**src/rtl/shift_accum_if.sv**
```systemverilog
// shift_accum_if: bundles the sample input stream, the flush request, the
// sum output stream and a debug view of the controller state.
//
// Handshake rule (both streams): a transfer happens on a rising clk edge
// where valid && ready are both 1. A producer holding valid=1 keeps its
// payload stable until the transfer. ready may depend combinationally on
// the consumer's own inputs, but never on the same stream's valid.
//
//   in_data / in_valid / in_ready : sample stream into the accumulator
//   flush                         : single-cycle request to emit a partial group
//   out_sum / out_cnt / out_valid / out_ready : group result stream
//   dbg_state                     : 1 while a flush is pending
//
// Modports: master = the environment around the block, slave = shift_accum.
interface shift_accum_if #(
   parameter int DATA_W = 8,
   parameter int SUM_W  = 10,
   parameter int CNT_W  = 3
);
   logic [DATA_W-1:0] in_data;
   logic              in_valid;
   logic              in_ready;
   logic              flush;
   logic [SUM_W-1:0]  out_sum;
   logic [CNT_W-1:0]  out_cnt;
   logic              out_valid;
   logic              out_ready;
   logic              dbg_state;

   modport master (
      output in_data, in_valid, flush, out_ready,
      input  in_ready, out_sum, out_cnt, out_valid, dbg_state
   );

   modport slave (
      input  in_data, in_valid, flush, out_ready,
      output in_ready, out_sum, out_cnt, out_valid, dbg_state
   );
endinterface

```
**src/rtl/shift_accum.sv**
```systemverilog
// shift_accum: sums groups of COUNT unsigned samples and presents each sum
// with its sample count through a single output holding register, so the
// next group can accumulate while the current result waits on a stalled
// consumer. A flush pulse emits the partial group early.
//
// Ports:
//   clk : rising-edge clock
//   rst : asynchronous, active-high reset
//   bus : shift_accum_if.slave (sample stream, flush, result stream, debug)
//
// Sums wrap modulo 2^SUM_W.
module shift_accum #(
   parameter int DATA_W = 8,
   parameter int COUNT  = 4,
   parameter int SUM_W  = 10,
   parameter int CNT_W  = 3
) (
   input logic         clk,
   input logic         rst,
   shift_accum_if.slave bus
);
   typedef enum logic {
      S_ACCUM = 1'b0,   // accepting samples
      S_FLUSH = 1'b1    // partial group waiting for the output register
   } state_t;

   localparam logic [CNT_W-1:0] LAST = CNT_W'(COUNT - 1);
   localparam logic [CNT_W-1:0] FULL = CNT_W'(COUNT);

   state_t            state, state_nxt;
   logic [SUM_W-1:0]  acc;
   logic [CNT_W-1:0]  cnt;
   logic [SUM_W-1:0]  out_sum_r;
   logic [CNT_W-1:0]  out_cnt_r;
   logic              out_valid_r;

   logic              out_free;
   logic              at_last;
   logic              take;
   logic              in_ready_c;
   logic              accept;
   logic              complete;
   logic              load_part;
   logic [SUM_W-1:0]  in_ext;

   assign in_ext   = {{(SUM_W-DATA_W){1'b0}}, bus.in_data};
   // The holding register can take a new value this cycle if it is empty
   // or being emptied by the consumer right now.
   assign out_free = !out_valid_r || bus.out_ready;
   assign at_last  = (cnt == LAST);
   assign take     = out_valid_r && bus.out_ready;

   always_ff @(posedge clk or posedge rst) begin
      if (rst) state <= S_ACCUM;
      else     state <= state_nxt;
   end

   always_comb begin
      state_nxt  = state;
      in_ready_c = 1'b0;
      load_part  = 1'b0;
      case (state)
         S_ACCUM: begin
            // The group-completing sample needs the holding register free.
            in_ready_c = !(at_last && !out_free);
            // Arm only if there is something to emit after this cycle's
            // accept and that accept does not already close a full group.
            if (bus.flush &&
                ((cnt != '0) || (bus.in_valid && in_ready_c)) &&
                !(bus.in_valid && in_ready_c && at_last))
               state_nxt = S_FLUSH;
         end
         S_FLUSH: begin
            if (out_free) begin
               load_part = 1'b1;
               state_nxt = S_ACCUM;
            end
         end
         default: state_nxt = S_ACCUM;
      endcase
   end

   assign accept   = bus.in_valid && in_ready_c;
   assign complete = accept && at_last;

   always_ff @(posedge clk or posedge rst) begin
      if (rst) begin
         acc         <= '0;
         cnt         <= '0;
         out_sum_r   <= '0;
         out_cnt_r   <= '0;
         out_valid_r <= 1'b0;
      end else begin
         if (complete || load_part) begin
            acc <= '0;
            cnt <= '0;
         end else if (accept) begin
            acc <= acc + in_ext;
            cnt <= cnt + CNT_W'(1);
         end

         // A load overrides a same-cycle take, keeping back-to-back groups
         // at full rate.
         if (complete) begin
            out_sum_r   <= acc + in_ext;
            out_cnt_r   <= FULL;
            out_valid_r <= 1'b1;
         end else if (load_part) begin
            out_sum_r   <= acc;
            out_cnt_r   <= cnt;
            out_valid_r <= 1'b1;
         end else if (take) begin
            out_valid_r <= 1'b0;
         end
      end
   end

   assign bus.in_ready  = in_ready_c;
   assign bus.out_sum   = out_sum_r;
   assign bus.out_cnt   = out_cnt_r;
   assign bus.out_valid = out_valid_r;
   assign bus.dbg_state = (state == S_FLUSH);
endmodule

```
**src/flat_wrapper.sv**
```systemverilog
// flat-port wrapper written by rule: the top's interface ports become plain ports
module shift_accum_flat 
#(
   parameter int DATA_W = 8,
   parameter int COUNT  = 4,
   parameter int SUM_W  = 10,
   parameter int CNT_W  = 3
)
  (clk, rst, bus_in_data, bus_in_valid, bus_flush, bus_out_ready, bus_in_ready, bus_out_sum, bus_out_cnt, bus_out_valid, bus_dbg_state);
  shift_accum_if #(.DATA_W(DATA_W), .SUM_W(SUM_W), .CNT_W(CNT_W)) bus_i ();
  input logic clk;
  input logic rst;
  input wire logic [$bits(bus_i.in_data)-1:0] bus_in_data;
  input wire logic [$bits(bus_i.in_valid)-1:0] bus_in_valid;
  input wire logic [$bits(bus_i.flush)-1:0] bus_flush;
  input wire logic [$bits(bus_i.out_ready)-1:0] bus_out_ready;
  output wire logic [$bits(bus_i.in_ready)-1:0] bus_in_ready;
  output wire logic [$bits(bus_i.out_sum)-1:0] bus_out_sum;
  output wire logic [$bits(bus_i.out_cnt)-1:0] bus_out_cnt;
  output wire logic [$bits(bus_i.out_valid)-1:0] bus_out_valid;
  output wire logic [$bits(bus_i.dbg_state)-1:0] bus_dbg_state;
  assign bus_i.in_data = bus_in_data;
  assign bus_i.in_valid = bus_in_valid;
  assign bus_i.flush = bus_flush;
  assign bus_i.out_ready = bus_out_ready;
  assign bus_in_ready = bus_i.in_ready;
  assign bus_out_sum = bus_i.out_sum;
  assign bus_out_cnt = bus_i.out_cnt;
  assign bus_out_valid = bus_i.out_valid;
  assign bus_dbg_state = bus_i.dbg_state;
  shift_accum #(.DATA_W(DATA_W), .COUNT(COUNT), .SUM_W(SUM_W), .CNT_W(CNT_W)) u_core (.clk(clk), .rst(rst), .bus(bus_i));
endmodule
```
**config.mk**
```make
export PLATFORM = sky130hd
export DESIGN_NAME = shift_accum_flat
export DESIGN_NICKNAME = d
export VERILOG_FILES = /design/src/rtl/shift_accum_if.sv /design/src/rtl/shift_accum.sv /design/src/flat_wrapper.sv
export SDC_FILE = /design/constraint.sdc
export NUM_CORES = 1
export LEC_CHECK = 0
export CAP_MARGIN = 20
export CORE_ASPECT_RATIO = 1.1
export CORE_MARGIN = 8
export CORE_UTILIZATION = 44
export DETAILED_ROUTE_END_ITERATION = 16
export GPL_ROUTABILITY_DRIVEN = 1
export PLACE_DENSITY_LB_ADDON = 0.3
export SLEW_MARGIN = 30
export SYNTH_ARGS = -nofsm -noshare
export SYNTH_HDL_FRONTEND = slang
export SYNTH_SLANG_ARGS = --single-unit
```
**constraint.sdc**
```tcl
create_clock -name clk -period 5.85 [get_ports clk]
set_input_delay 0.585 -clock clk [delete_from_list [all_inputs] [get_ports clk]]
set_output_delay 0.585 -clock clk [all_outputs]
set_load 0.05 [all_outputs]
```
==> impl_metrics.tcl <==
set metrics [dict create \
    antenna_left 0 \
    run_status "complete, no violations" \
    finalHoldWorstSlack_ns 0.498 \
    yosysSeqAreaShare 0.456 \
    p_switching_mw 0.491 \
    post_cts_buffers 0 \
    final.setup.tns_ns 0 \
    fin_area_um2 1890 \
    r2r_slack_ns 3.47 \
    cts-htree-levels 1 \
    path_class "primary input to output port" \
    hold_path_end "u_core.cnt[2]" \
    drv_cap 0 \
    finalHoldViolations 0 \
    detail_route.first_pass.iterations 4 \
    synth-seq-cells 28 \
    tightest_slew_ns 0.613 \
    drive_gt1_frac 0.0495 \
    p_sw_frac 0.483 \
    antenna_found_initial 0 \
    hold_depth 2 \
    grt_pass1_wl_um 6020 \
    root_buffer "clkbuf_4" \
    hp-start "u_core.cnt[2]" \
    area_delta_synth_final_pct 23.4 \
    slew_viol_final 0 \
    cp-end-kind "output port" \
    cts_buffers 3 \
    rows 22 \
    skew_ns 0.00295 \
    multi_input_area_um2 791 \
    grt_max_degree 29 \
    dr.first_iter.drc_count 52 \
    leakagePower_nw 0.856 \
    p_seq_frac 0.321 \
    start_kind "primary input" \
    critPathArrivalTime_ns 2.17 \
    timing.rr.start "u_core.acc[0]" \
    crit_top_cell "clkdlybuf4s50_1" \
    ir_drop_uv 249 \
    clk_pin_slew_ns 0.15 \
    num_vias 1250 \
    routabilityCongestion 0.819 \
    clockBufferDepth 2 \
    yosys.area.top_type "dfrtp_1" \
    die_area_um2 5640 \
    gr-total-overflow 0 \
    tritoncts "built" \
    max_stage_delay_ns 0.72 \
    ctsResizeCount 0 \
    synth_top_area_share 0.456 \
    hold_path_class "register to register" \
    syn_avg_cell_area_um2 9.78 \
    viasPerCell 5.43 \
    dominantRegCellSynth "dfrtp_1" \
    combPwrFrac 0.586 \
    first_global_vias 1332 \
    cp.required_ns 5.27 \
    synth.area.top_cells "dfrtp_1 46%, ha_1 9.0%, nand2_1 6.1%" \
    die_y_um 78.0 \
    die_x_um 72.3 \
    period_share 0.470 \
    intPower_mw 0.527 \
    path_cells "clkdlybuf4s50_1 > nor2b_1 > a21oi_1 > clkdlybuf4s50_1" \
    holdBufCountCts 0 \
    final_nets 208 \
    synth_cell_types 38 \
    ios 29 \
    coreArea_um2 3330 \
    r2r_cells 7 \
    power_density_nw_per_um2 537 \
    rsz0062_at_grt "no" \
    drc_errors 0 \
    num_antenna_cells 0 \
    syn_inst 157 \
    routedWlPerCell_um 15.1 \
    final-setup-viol-count 0 \
    yosysMostFrequentCell "dfrtp_1" \
    fin_crit_ns 2.75 \
    clock_latency_ns 0.32 \
    clkSinkCount 28 \
    dpl.hpwl_um 2560 \
    placed_cell_area_um2 1860 \
    r2r_end "u_core.acc[8]" \
    synth_edf_count 0 \
    nFillCells 303 \
    fin_ws_ns 3.10 \
    regArea_um2 701 \
    io_buffers 28 \
    yosys_warnings 0 \
    syn_nets 182 \
    syn_area_um2 1540 \
    async_flop_share 1.00 \
    track_usage 0.129 \
    slew_headroom 0.591 \
    slowest_stage "clkdlybuf4s50_1" \
    yosys-top-cells-count "28 x dfrtp_1, 25 x nand2_1, 14 x o21ai_0" \
    start_util 0.461 \
    pre_cts_ws_ns 2.93 \
    clock_power_share 0.093 \
    wl_um 3480 \
    crit_fanout 6 \
    fmax_mhz 363 \
]
state kept, by name, summed over array words and instances, names as in the netlist:
signal and flops:
u_core.acc 10, u_core.bus.out_sum 10, u_core.bus.out_cnt 3, u_core.cnt 3, u_core.bus.dbg_state 1, u_core.bus.out_valid 1
logic make-up after synthesis:
group | count (synthesis) | synth area share
xor gates and xnor gates | 6 | 0.0342
and+or+nand+nor | 45 | 0.136
buffers and inverters | 13 | 0.0326
muxes | 2 | 0.0130
adders and majority gates | 12 | 0.103
AOI/OAI and AO/OA | 51 | 0.225
DFF | 28 | 0.456
metrics by stage:
| stage | power, mW | std cells | utilization |
|---|---|---|---|
| CTS | 1.03 | 230 | 0.569 |
| floorplan | 0.758 | 157 | - |
| global route | 1.10 | 230 | 0.569 |
| global placement | 0.913 | 226 | 0.556 |
| detailed placement | 0.928 | 226 | 0.558 |
| finish | 1.02 | 230 | 0.569 |
power groups by stage:
stage,Combinational [mW],Clock [mW],Sequential (mW)
2_1_floorplan,0.301,0,0.457
3_3_place_gp,0.586,0,0.327
3_5_place_dp,0.596,0,0.333
4_1_cts,0.599,0.0996,0.328
5_1_grt,0.649,0.107,0.339
6_report,0.597,0.0942,0.327
final cells by class:
class,instances,share of cell area
Sequential cell,28,0.370
Clock buffer,4,0.0192
Inverter,5,0.00991
Timing Repair Buffer,29,0.152
Tap cell,48,0.0317
Multi-Input combinational cell,116,0.417
worst max-delay path: cells and delay by family:
family	cells	cell delay [ns]
buffers and inverters	2	1.14
AND/OR/NAND/NOR	1	0.32
AO/OA/AOI/OAI	1	0.13
routing by layer:
layer	routed length, um	share of wire	track usage	vias up
li1	-	-	-	619
met1	1620	0.46	0.160	607
met2	1630	0.47	0.209	22
met3	210	0.060	0.0334	2
met4	21	0.0060	0.0491	0
met5	0	0	0	-
how the worst max path moves through the flow:
stage | startpoint | end | cells past startpoint
5_1_grt | u_core.cnt[0] | bus_in_ready | 4
2_1_floorplan | bus_in_data[0] | u_core.acc[8] | 7
4_1_cts | u_core.cnt[0] | bus_in_ready | 4
3_3_place_gp | bus_in_data[0] | u_core.acc[8] | 8
3_5_place_dp | bus_in_data[0] | u_core.acc[8] | 8
6_report | bus_out_ready | bus_in_ready | 4
cell usage in the layout (no fill, tap or decap), types with 3 or more instances in the layout:
master / netlist / routed
a22o_1: 6 / 6
clkbuf_4: 0 / 3
nand3_1: 4 / 4
dfrtp_1: 28 / 28
ha_1: 11 / 11
inv_1: 5 / 4
a21o_1: 4 / 4
nand2_1: 25 / 25
clkdlybuf4s50_1: 0 / 28
nor3_1: 3 / 3
a22oi_1: 4 / 4
o21ai_0: 14 / 14
a21oi_1: 8 / 8
xor2_1: 5 / 5
Power figures use the tool's default switching activity.
